--- src/rtl/clk_switch_ctrl.sv ---
// ---------------------------------------------------------------------------
// clk_switch_ctrl
//   Sequencer that drives the select input of an N-way glitch-free clock mux.
//   Software requests a new clock over a valid/ready handshake; after the
//   select changes, the controller waits a settle window before the new
//   select is reported as current. When the active clock is flagged as
//   failed, the controller can move to the lowest-index healthy clock on
//   its own. If every clock has failed, it parks in HOLD until one recovers.
//   The block runs on an always-on reference clock. clk_fail is expected to
//   be synchronous to clk already.
//
// Ports
//   clk        in   reference clock, all logic on posedge
//   rst_n      in   synchronous reset, active low
//   clk_fail   in   [CLK_NUM] per-clock fail flags (level)
//   req_valid  in   switch request valid
//   req_sel    in   [SEL_W] requested clock index
//   req_ready  out  request accepted when req_valid & req_ready
//   req_err    out  1-cycle pulse: accepted request rejected or dropped
//   req_done   out  1-cycle pulse: accepted request completed
//   sel_out    out  [SEL_W] select driven to the clock mux (registered)
//   cur_sel    out  [SEL_W] last settled select (registered)
//   busy       out  controller is not idle
//   failover   out  1-cycle pulse when hardware starts a failover
//   all_fail   out  every clock failed, controller holding
// ---------------------------------------------------------------------------
module clk_switch_ctrl #(
    parameter int CLK_NUM       = 4,
    parameter int SEL_W         = $clog2(CLK_NUM),
    parameter int SETTLE_CYC    = 8,
    parameter int DEF_SEL       = 0,
    parameter int AUTO_FAILOVER = 1
) (
    input  logic               clk,
    input  logic               rst_n,
    input  logic [CLK_NUM-1:0] clk_fail,
    input  logic               req_valid,
    input  logic [SEL_W-1:0]   req_sel,
    output logic               req_ready,
    output logic               req_err,
    output logic               req_done,
    output logic [SEL_W-1:0]   sel_out,
    output logic [SEL_W-1:0]   cur_sel,
    output logic               busy,
    output logic               failover,
    output logic               all_fail
);

    localparam int                CNT_W    = $clog2(SETTLE_CYC + 1);
    localparam logic [CNT_W-1:0]  CNT_LOAD = CNT_W'(SETTLE_CYC - 1);
    localparam logic [SEL_W-1:0]  SEL_RST  = SEL_W'(DEF_SEL);
    localparam logic              AF_EN    = (AUTO_FAILOVER != 0);

    typedef enum logic [1:0] {
        ST_IDLE,
        ST_SETTLE,
        ST_HOLD
    } state_t;

    state_t           state;
    logic [CNT_W-1:0] cnt;
    logic             pending;

    logic [SEL_W-1:0] tgt;
    logic             none_ok;
    logic             cur_fail;
    logic             sel_fail;
    logic             req_bad;
    logic             fail_now;
    logic             accept;

    // An index outside the clock range counts as failed. That makes the
    // range check and the health check of a request a single lookup.
    function automatic logic fail_bit(input logic [SEL_W-1:0]   idx,
                                      input logic [CLK_NUM-1:0] flags);
        logic r;
        r = 1'b1;
        for (int unsigned i = 0; i < CLK_NUM; i++) begin
            if (idx == SEL_W'(i)) begin
                r = flags[i];
            end
        end
        return r;
    endfunction

    always_comb begin
        // Scan from the top down so that the lowest healthy index wins.
        tgt = '0;
        for (int unsigned i = CLK_NUM; i > 0; i--) begin
            if (!clk_fail[i-1]) begin
                tgt = SEL_W'(i - 1);
            end
        end
        none_ok   = &clk_fail;
        cur_fail  = fail_bit(cur_sel, clk_fail);
        sel_fail  = fail_bit(sel_out, clk_fail);
        req_bad   = fail_bit(req_sel, clk_fail);
        fail_now  = AF_EN & cur_fail;
        req_ready = (state == ST_IDLE) & ~fail_now;
        accept    = req_valid & req_ready;
        busy      = (state != ST_IDLE);
    end

    always_ff @(posedge clk) begin
        if (!rst_n) begin
            state    <= ST_IDLE;
            sel_out  <= SEL_RST;
            cur_sel  <= SEL_RST;
            cnt      <= '0;
            pending  <= 1'b0;
            req_err  <= 1'b0;
            req_done <= 1'b0;
            failover <= 1'b0;
            all_fail <= 1'b0;
        end else begin
            req_err  <= 1'b0;
            req_done <= 1'b0;
            failover <= 1'b0;
            case (state)
                ST_IDLE: begin
                    if (fail_now) begin
                        if (!none_ok) begin
                            sel_out  <= tgt;
                            cnt      <= CNT_LOAD;
                            failover <= 1'b1;
                            state    <= ST_SETTLE;
                        end else begin
                            all_fail <= 1'b1;
                            state    <= ST_HOLD;
                        end
                    end else if (accept) begin
                        if (req_bad) begin
                            req_err <= 1'b1;
                        end else if (req_sel == cur_sel) begin
                            req_done <= 1'b1;
                        end else begin
                            sel_out <= req_sel;
                            cnt     <= CNT_LOAD;
                            pending <= 1'b1;
                            state   <= ST_SETTLE;
                        end
                    end
                end
                ST_SETTLE: begin
                    // A failure of the clock being settled outranks the
                    // settle completing in the same cycle.
                    if (AF_EN && sel_fail) begin
                        req_err <= pending;
                        pending <= 1'b0;
                        if (!none_ok) begin
                            sel_out  <= tgt;
                            cnt      <= CNT_LOAD;
                            failover <= 1'b1;
                        end else begin
                            all_fail <= 1'b1;
                            state    <= ST_HOLD;
                        end
                    end else if (cnt == '0) begin
                        cur_sel  <= sel_out;
                        req_done <= pending;
                        pending  <= 1'b0;
                        state    <= ST_IDLE;
                    end else begin
                        cnt <= cnt - CNT_W'(1);
                    end
                end
                ST_HOLD: begin
                    if (!none_ok) begin
                        sel_out  <= tgt;
                        cnt      <= CNT_LOAD;
                        failover <= 1'b1;
                        all_fail <= 1'b0;
                        state    <= ST_SETTLE;
                    end
                end
                default: begin
                    state <= ST_IDLE;
                end
            endcase
        end
    end

endmodule

--- config.mk ---
export PLATFORM = sky130hd
export DESIGN_NAME = clk_switch_ctrl
export DESIGN_NICKNAME = d
export VERILOG_FILES = /design/src/rtl/clk_switch_ctrl.sv
export SDC_FILE = /design/constraint.sdc
export NUM_CORES = 1
export LEC_CHECK = 0
export BUFFER_PORTS_ARGS = -buffer_cell sky130_fd_sc_hd__buf_2
export CAP_MARGIN = 10
export CORE_MARGIN = 1.5
export CORE_UTILIZATION = 50
export DETAILED_ROUTE_END_ITERATION = 16
export GPL_TIMING_DRIVEN = 0
export PLACE_DENSITY_LB_ADDON = 0.15
export SYNTH_ARGS = -nofsm -noshare
export SYNTH_HDL_FRONTEND = slang
export SYNTH_SLANG_ARGS = --single-unit
export TNS_END_PERCENT = 5
--- constraint.sdc ---
create_clock -name clk -period 4.8 [get_ports clk]
set_input_delay 0.96 -clock clk [delete_from_list [all_inputs] [get_ports clk]]
set_output_delay 0.96 -clock clk [all_outputs]
set_load 0.02 [all_outputs]
Word level (Yosys, flattened, before mapping)
Index checks and enable logic that the tools add are counted.
Operators by class
  mux-type cells: 69
  div/mod/pow operators: 0
  $mul: 0
  reductions and logical operators: 15
  $lt $le $gt $ge: 0
  bitwise logic cells: 4
  eq/ne operators: 25
  add/subtract/negate cells: 1
  shifts and indexed selects: 0
Operators with widths (count)
  2-to-1 mux 2 bit: 19
  2-to-1 mux 1 bit: 35
  2-to-1 mux 4 bit: 7
  inequality test 3 bit (second input constant): 6
  == test 2 bit (second input constant): 7
  inequality test 2 bit (second input constant): 7
  one-hot mux 2 bit (3 select lines): 2
  one-hot mux 4 bit (3 select lines): 1
  AND reduction 6 bit: 2
  AND reduction 5 bit: 2
  == test 2 x 1 -> 1 bit (second input constant): 4
  logical NOT 2 bit: 4
  AND reduction 4 bit: 2
  one-hot mux 1 bit (2 select lines): 3
  one-hot mux 1 bit (3 select lines): 2
  logical NOT 4 bit: 1
  nonzero test 2 bit: 2
  subtractor 4 x 1 -> 4 bit (second input constant): 1
  AND reduction 3 bit: 1
  nonzero test 3 bit: 1
  AND 1 bit: 2
  == test 2 bit: 1
  inverter 1 bit: 2
Word-level totals
  latch bits: 0
  register bits: 15
  bits of input ports: 9
  memories: 0
  memory bits (writable): 0
  memory bits (read-only): 0

Longest topological paths before layout
  depth in word-level cells: 11
  gate-level depth with buffers: 7

Least setup slack after synthesis
OpenSTA, ideal clock, no wires.
  path kind: in2out
  start: input clk_fail[1]
  end: output req_ready
  arrival time: 1.898 ns
  setup slack: 1.942 ns
  required time: 3.840 ns
  cell stages on the path: 2
  buffers on the path: 0
  cells stage by stage: mux4_1 nor2_2
On the way
  cells in the longest elaborated chain, start to end: 5
RTL lines
  from (decl): RTL line 36  | input logic [CLK_NUM-1:0] clk_fail,
  2-to-1 mux 1 bit (3 in a row): RTL line 79  | if (idx == SEL_W'(i)) begin
  inverter 1 bit: RTL line 99  | req_ready = (state == ST_IDLE) & ~fail_now;
  AND 1 bit: RTL line 99
  to (decl): RTL line 39  | output logic req_ready,
Every way passes these cells.

Final worst setup path
Same ends and word-level chain as after synthesis.

==> results.md <==
Status:
- The run finished with clean final reports.

STA:
- The clock tree skew after final layout is 0.00229 ns.
- The achievable clock frequency is 309 MHz.
- Setup repair after global routing left no endpoint under its margin.
- The number of hold-slack violations in the final timing report is 0.
- For the pin with the worst max-slew slack, the measured transition is 0.537 ns.
- The final critical delay including setup and external delays is 3.24 ns.
- Of the available clock period, the critical path in the final layout requires 67.4%.
- In this run the tightest slew margin relative to its limit is 64.0%.
- The max-slew violation count is 0.
- Setup violations remaining at the end of the flow were counted as 0.
- Summed over all failing endpoints, the final setup total negative slack is 0 ns.

Route:
- The count of nets left with antenna violations once routing finished came out at 0.
- The total routed wirelength is 2.32 mm.
- Dividing the detail-routed via count by the number of cells gives 6.06.
- The post-route DRC violation count is 0.
- The number of violations reported at the end of detailed-routing iteration 0 is 29.
- The routed via count is 1036.
- The routed length per placed instance is 13.6 um.
- Before antenna repair, the detailed router went through 4 iterations.

Power:
- The leakage power of the design is 0.502 nW.
- For this design the total switching power over the nets is 0.281 mW.
- Net switching is 46.4% of the power.
- The worst supply voltage drop on vdd is 0.000261 V.
- Power spread over the standard cell area amounts to 505 nW/um^2.
- The combinational power share is 57.7%.
- The total power after layout is 0.605 mW.
- The internal power is 0.324 mW.
- In this run, flip-flops and latches consume 30.2% of the power.
- The clock share of power is 12.1%.

Worst setup path:
- The endpoint identified for the worst register-to-register timing path is cnt[3]$_SDFFE_PN0P_.
- By startpoint and endpoint, the worst setup path is classified as input port to output port.
- The worst setup path is launched from an input port.
- The category of the worst setup path capture point is an output port.
- Tracing the worst setup path back leads to its startpoint at clk_fail[1].
- The startpoint identified for the worst register-to-register timing path is sel_out[0]$_SDFFE_PN0P_.
- For the worst setup path, the data arrival time is 2.28 ns.
- At the worst endpoint, the required time is 3.84 ns.
- Along the worst path, the maximum fanout reaches 8.
- Across all register-to-register paths, the minimum setup slack is 2.56 ns.
- Measured in cells, the most critical reg-to-reg path has a length of 5.

Yosys:
- Sorting the synthesized cells by how often they occur yields dfxtp_1, nor2_1, a21oi_1, o21ai_0.
- Of all cell types, the one taking the most synthesized area is dfxtp_1.
- The area share of the largest cell type after synthesis is 28.7%.
- The synthesis-stage register bit count is 15.
- The post-synthesis cell count is 122.
- The share of flip-flops with an asynchronous set or reset is 0%.
- The total number of yosys warnings is 0.
- Each instance of the synthesized netlist takes up on average 8.58 um^2.
- The dominant cell by count in the synthesized netlist is dfxtp_1.
- For this run, the register share of the synthesized area comes to 28.7%.
- Synthesis produced a netlist with a net count of 138.
- Synthesis instantiated 45 different standard cells from the library.
- By area the synthesized netlist is led by dfxtp_1, ha_1, mux4_1, a21oi_1, o21ai_0.
- In this run, synthesis inferred 0 flip-flops with an integrated enable.
- In the synthesized netlist the dominant register cell turns out to be dfxtp_1.
- The post-synthesis instance area is 1050 um^2.

Final layout:
- From synthesis to final layout, the design area changed by 14.3%.
- The final net count is 161.
- The fraction of layout cells with a size suffix above 1 is 20.1%.
- Once layout is done, the placed cells without fillers occupy 1200 um^2.
- The number of antenna repair diodes is 0.

Floorplanning:
- For this configuration, the core starts out at a cell density of 53.4%.
- The area enclosed by the die boundary is 2380 um^2.
- The floorplan core area is 1960 um^2.
- 19 I/O pins were placed.
- The die outline height is 48.8 um.
- The initialized floorplan defines 16 standard-cell rows.
- The die extent in x is 48.8 um.

Global route:
- The layer with the highest usage is met2.
- The global-route met1 utilization is 29.0%.
- Across every metal layer, demand over resource in global routing totals 21.2%.
- The initial antenna violation count was 0.
- The largest net degree at the start of global routing is 11.
- Summed over all layers, the global routing overflow is 0.
- The met2 track demand over resource in global routing is 33.3%.
- The via count of the first global-routing pass is 902.
- For this run, global-route usage on met3 was measured as 2.78%.
- The wire length of the first global-routing pass is 3.97 mm.

Placement:
- The wire-length estimate of the detail-placed layout is 1.73 mm.
- Once placement finished, the instance area stood at 1170 um^2.
- The number of buffers inserted by port buffering is 18.
- The routability-driven placement congestion ratio is 0.828.

Worst hold path:
- The path type of the worst min-delay path is flip-flop to flip-flop.
- The terminating pin of the worst hold path is cnt[0]$_SDFFE_PN0P_.
- The number of cells on the worst hold path is 2.
- The origin of the worst min-delay path is cnt[0]$_SDFFE_PN0P_.

CTS:
- The number of cells upsized or downsized after cts is 0.
- The worst-skew pair later-pin latency is 0.29 ns.
- The buffer count from post-CTS setup fixing is 0.
- The buffer cell driving the clock tree root is clkbuf_4.
- The CTS tree is done.
- CTS built an H-tree with a depth of 1.
- The sink count of the clock tree is 15.
- The number of hold buffers added after CTS was 0.
- The clock transition time at the flip-flop clock pins of the worst setup and hold paths is 0.08 ns.
- The number of buffers created by CTS is 3.
- The longest clock path from root to sink contains 2 buffers.

Flow run:
- Max-cap violations in this run came to 0.
-- registers in the layout, summed over array words and instances, names as in the netlist, 2 cells and up --
name     flops
state        2
cur_sel      2
sel_out      2
cnt          4
-- power groups by stage --
stage	Combinational, mW	Clock, mW	Sequential, mW
floorplan	0.253	0	0.194
global route	0.390	0.0817	0.188
global placement	0.341	0	0.185
CTS	0.347	0.0758	0.183
detailed placement	0.346	0	0.186
finish	0.349	0.0732	0.183
-- cell families (layout without fill, tap and decap cells) --
| family | Yosys count | in the layout | share of synthesized area, % |
|---|---|---|---|
| DFF | 15 | 15 | 28.7 |
| adders and majority gates | 7 | 7 | 8.36 |
| AOI/OAI and AO/OA | 42 | 42 | 27.5 |
| xor gates and xnor gates | 2 | 2 | 1.67 |
| buffers and inverters | 9 | 31 | 3.34 |
| and+or+nand+nor | 42 | 42 | 21.4 |
| muxes | 5 | 5 | 9.08 |
-- worst max-delay path by stage --
stage                     cells past startpoint  slack [ns]         to
after global routing                          4        1.48  req_ready
after CTS                                     4        1.57  req_ready
final                                         4        1.56  req_ready
after global placement                        4        1.59  req_ready
after floorplan                               2        1.94  req_ready
after detailed placement                      4        1.57  req_ready
-- area by class of cell --
cell class | count | area, um^2
repair buffers | 18 | 90.1
plain buffers | 1 | 5.00
fillers | 211 | 764
clock buffers | 4 | 26.3
well taps | 27 | 33.8
flip-flops and latches | 15 | 300
multi-input cells | 98 | 712
inverters | 8 | 30.0
-- critical path: stages --
cell and delay (ns):
buf_2 0.13, mux4_1 0.65, nor2_2 0.30, buf_2 0.23
-- through the flow --
step           util, %  worst slack, ns  std cells  hold slack, ns
2_1_floorplan        -             1.94        122           0.466
3_3_place_gp      59.7             1.59        167           0.487
3_5_place_dp      59.7             1.57        167           0.495
4_1_cts           61.0             1.57        171           0.515
5_1_grt           61.0             1.48        171           0.546
6_report          61.0             1.56        171           0.512
-- cell usage in the layout (no fill, tap or decap), types with 2 or more instances in the layout --
master | Yosys | final
buf_2 | 1 | 19
dfxtp_1 | 15 | 15
nor2_1 | 11 | 11
a21oi_1 | 9 | 9
o21ai_0 | 9 | 9
inv_1 | 8 | 8
nand2_1 | 8 | 8
ha_1 | 7 | 7
nor3_1 | 5 | 5
a31oi_1 | 3 | 3
a211oi_1 | 3 | 3
clkbuf_4 | 0 | 3
mux4_1 | 2 | 2
nand3b_1 | 2 | 2
mux2i_1 | 2 | 2
nor2b_1 | 2 | 2
xnor2_1 | 2 | 2
a21boi_1 | 2 | 2
nand3_1 | 2 | 2
a211o_1 | 2 | 2
o31a_1 | 2 | 2
-- layer usage --
layer	up-vias	wire length, um
met3	5	79
met4	0	44
met1	494	1160
met5	-	0
met2	25	1040
li1	512	-
No activity file was read; power rests on OpenSTA's default activity.
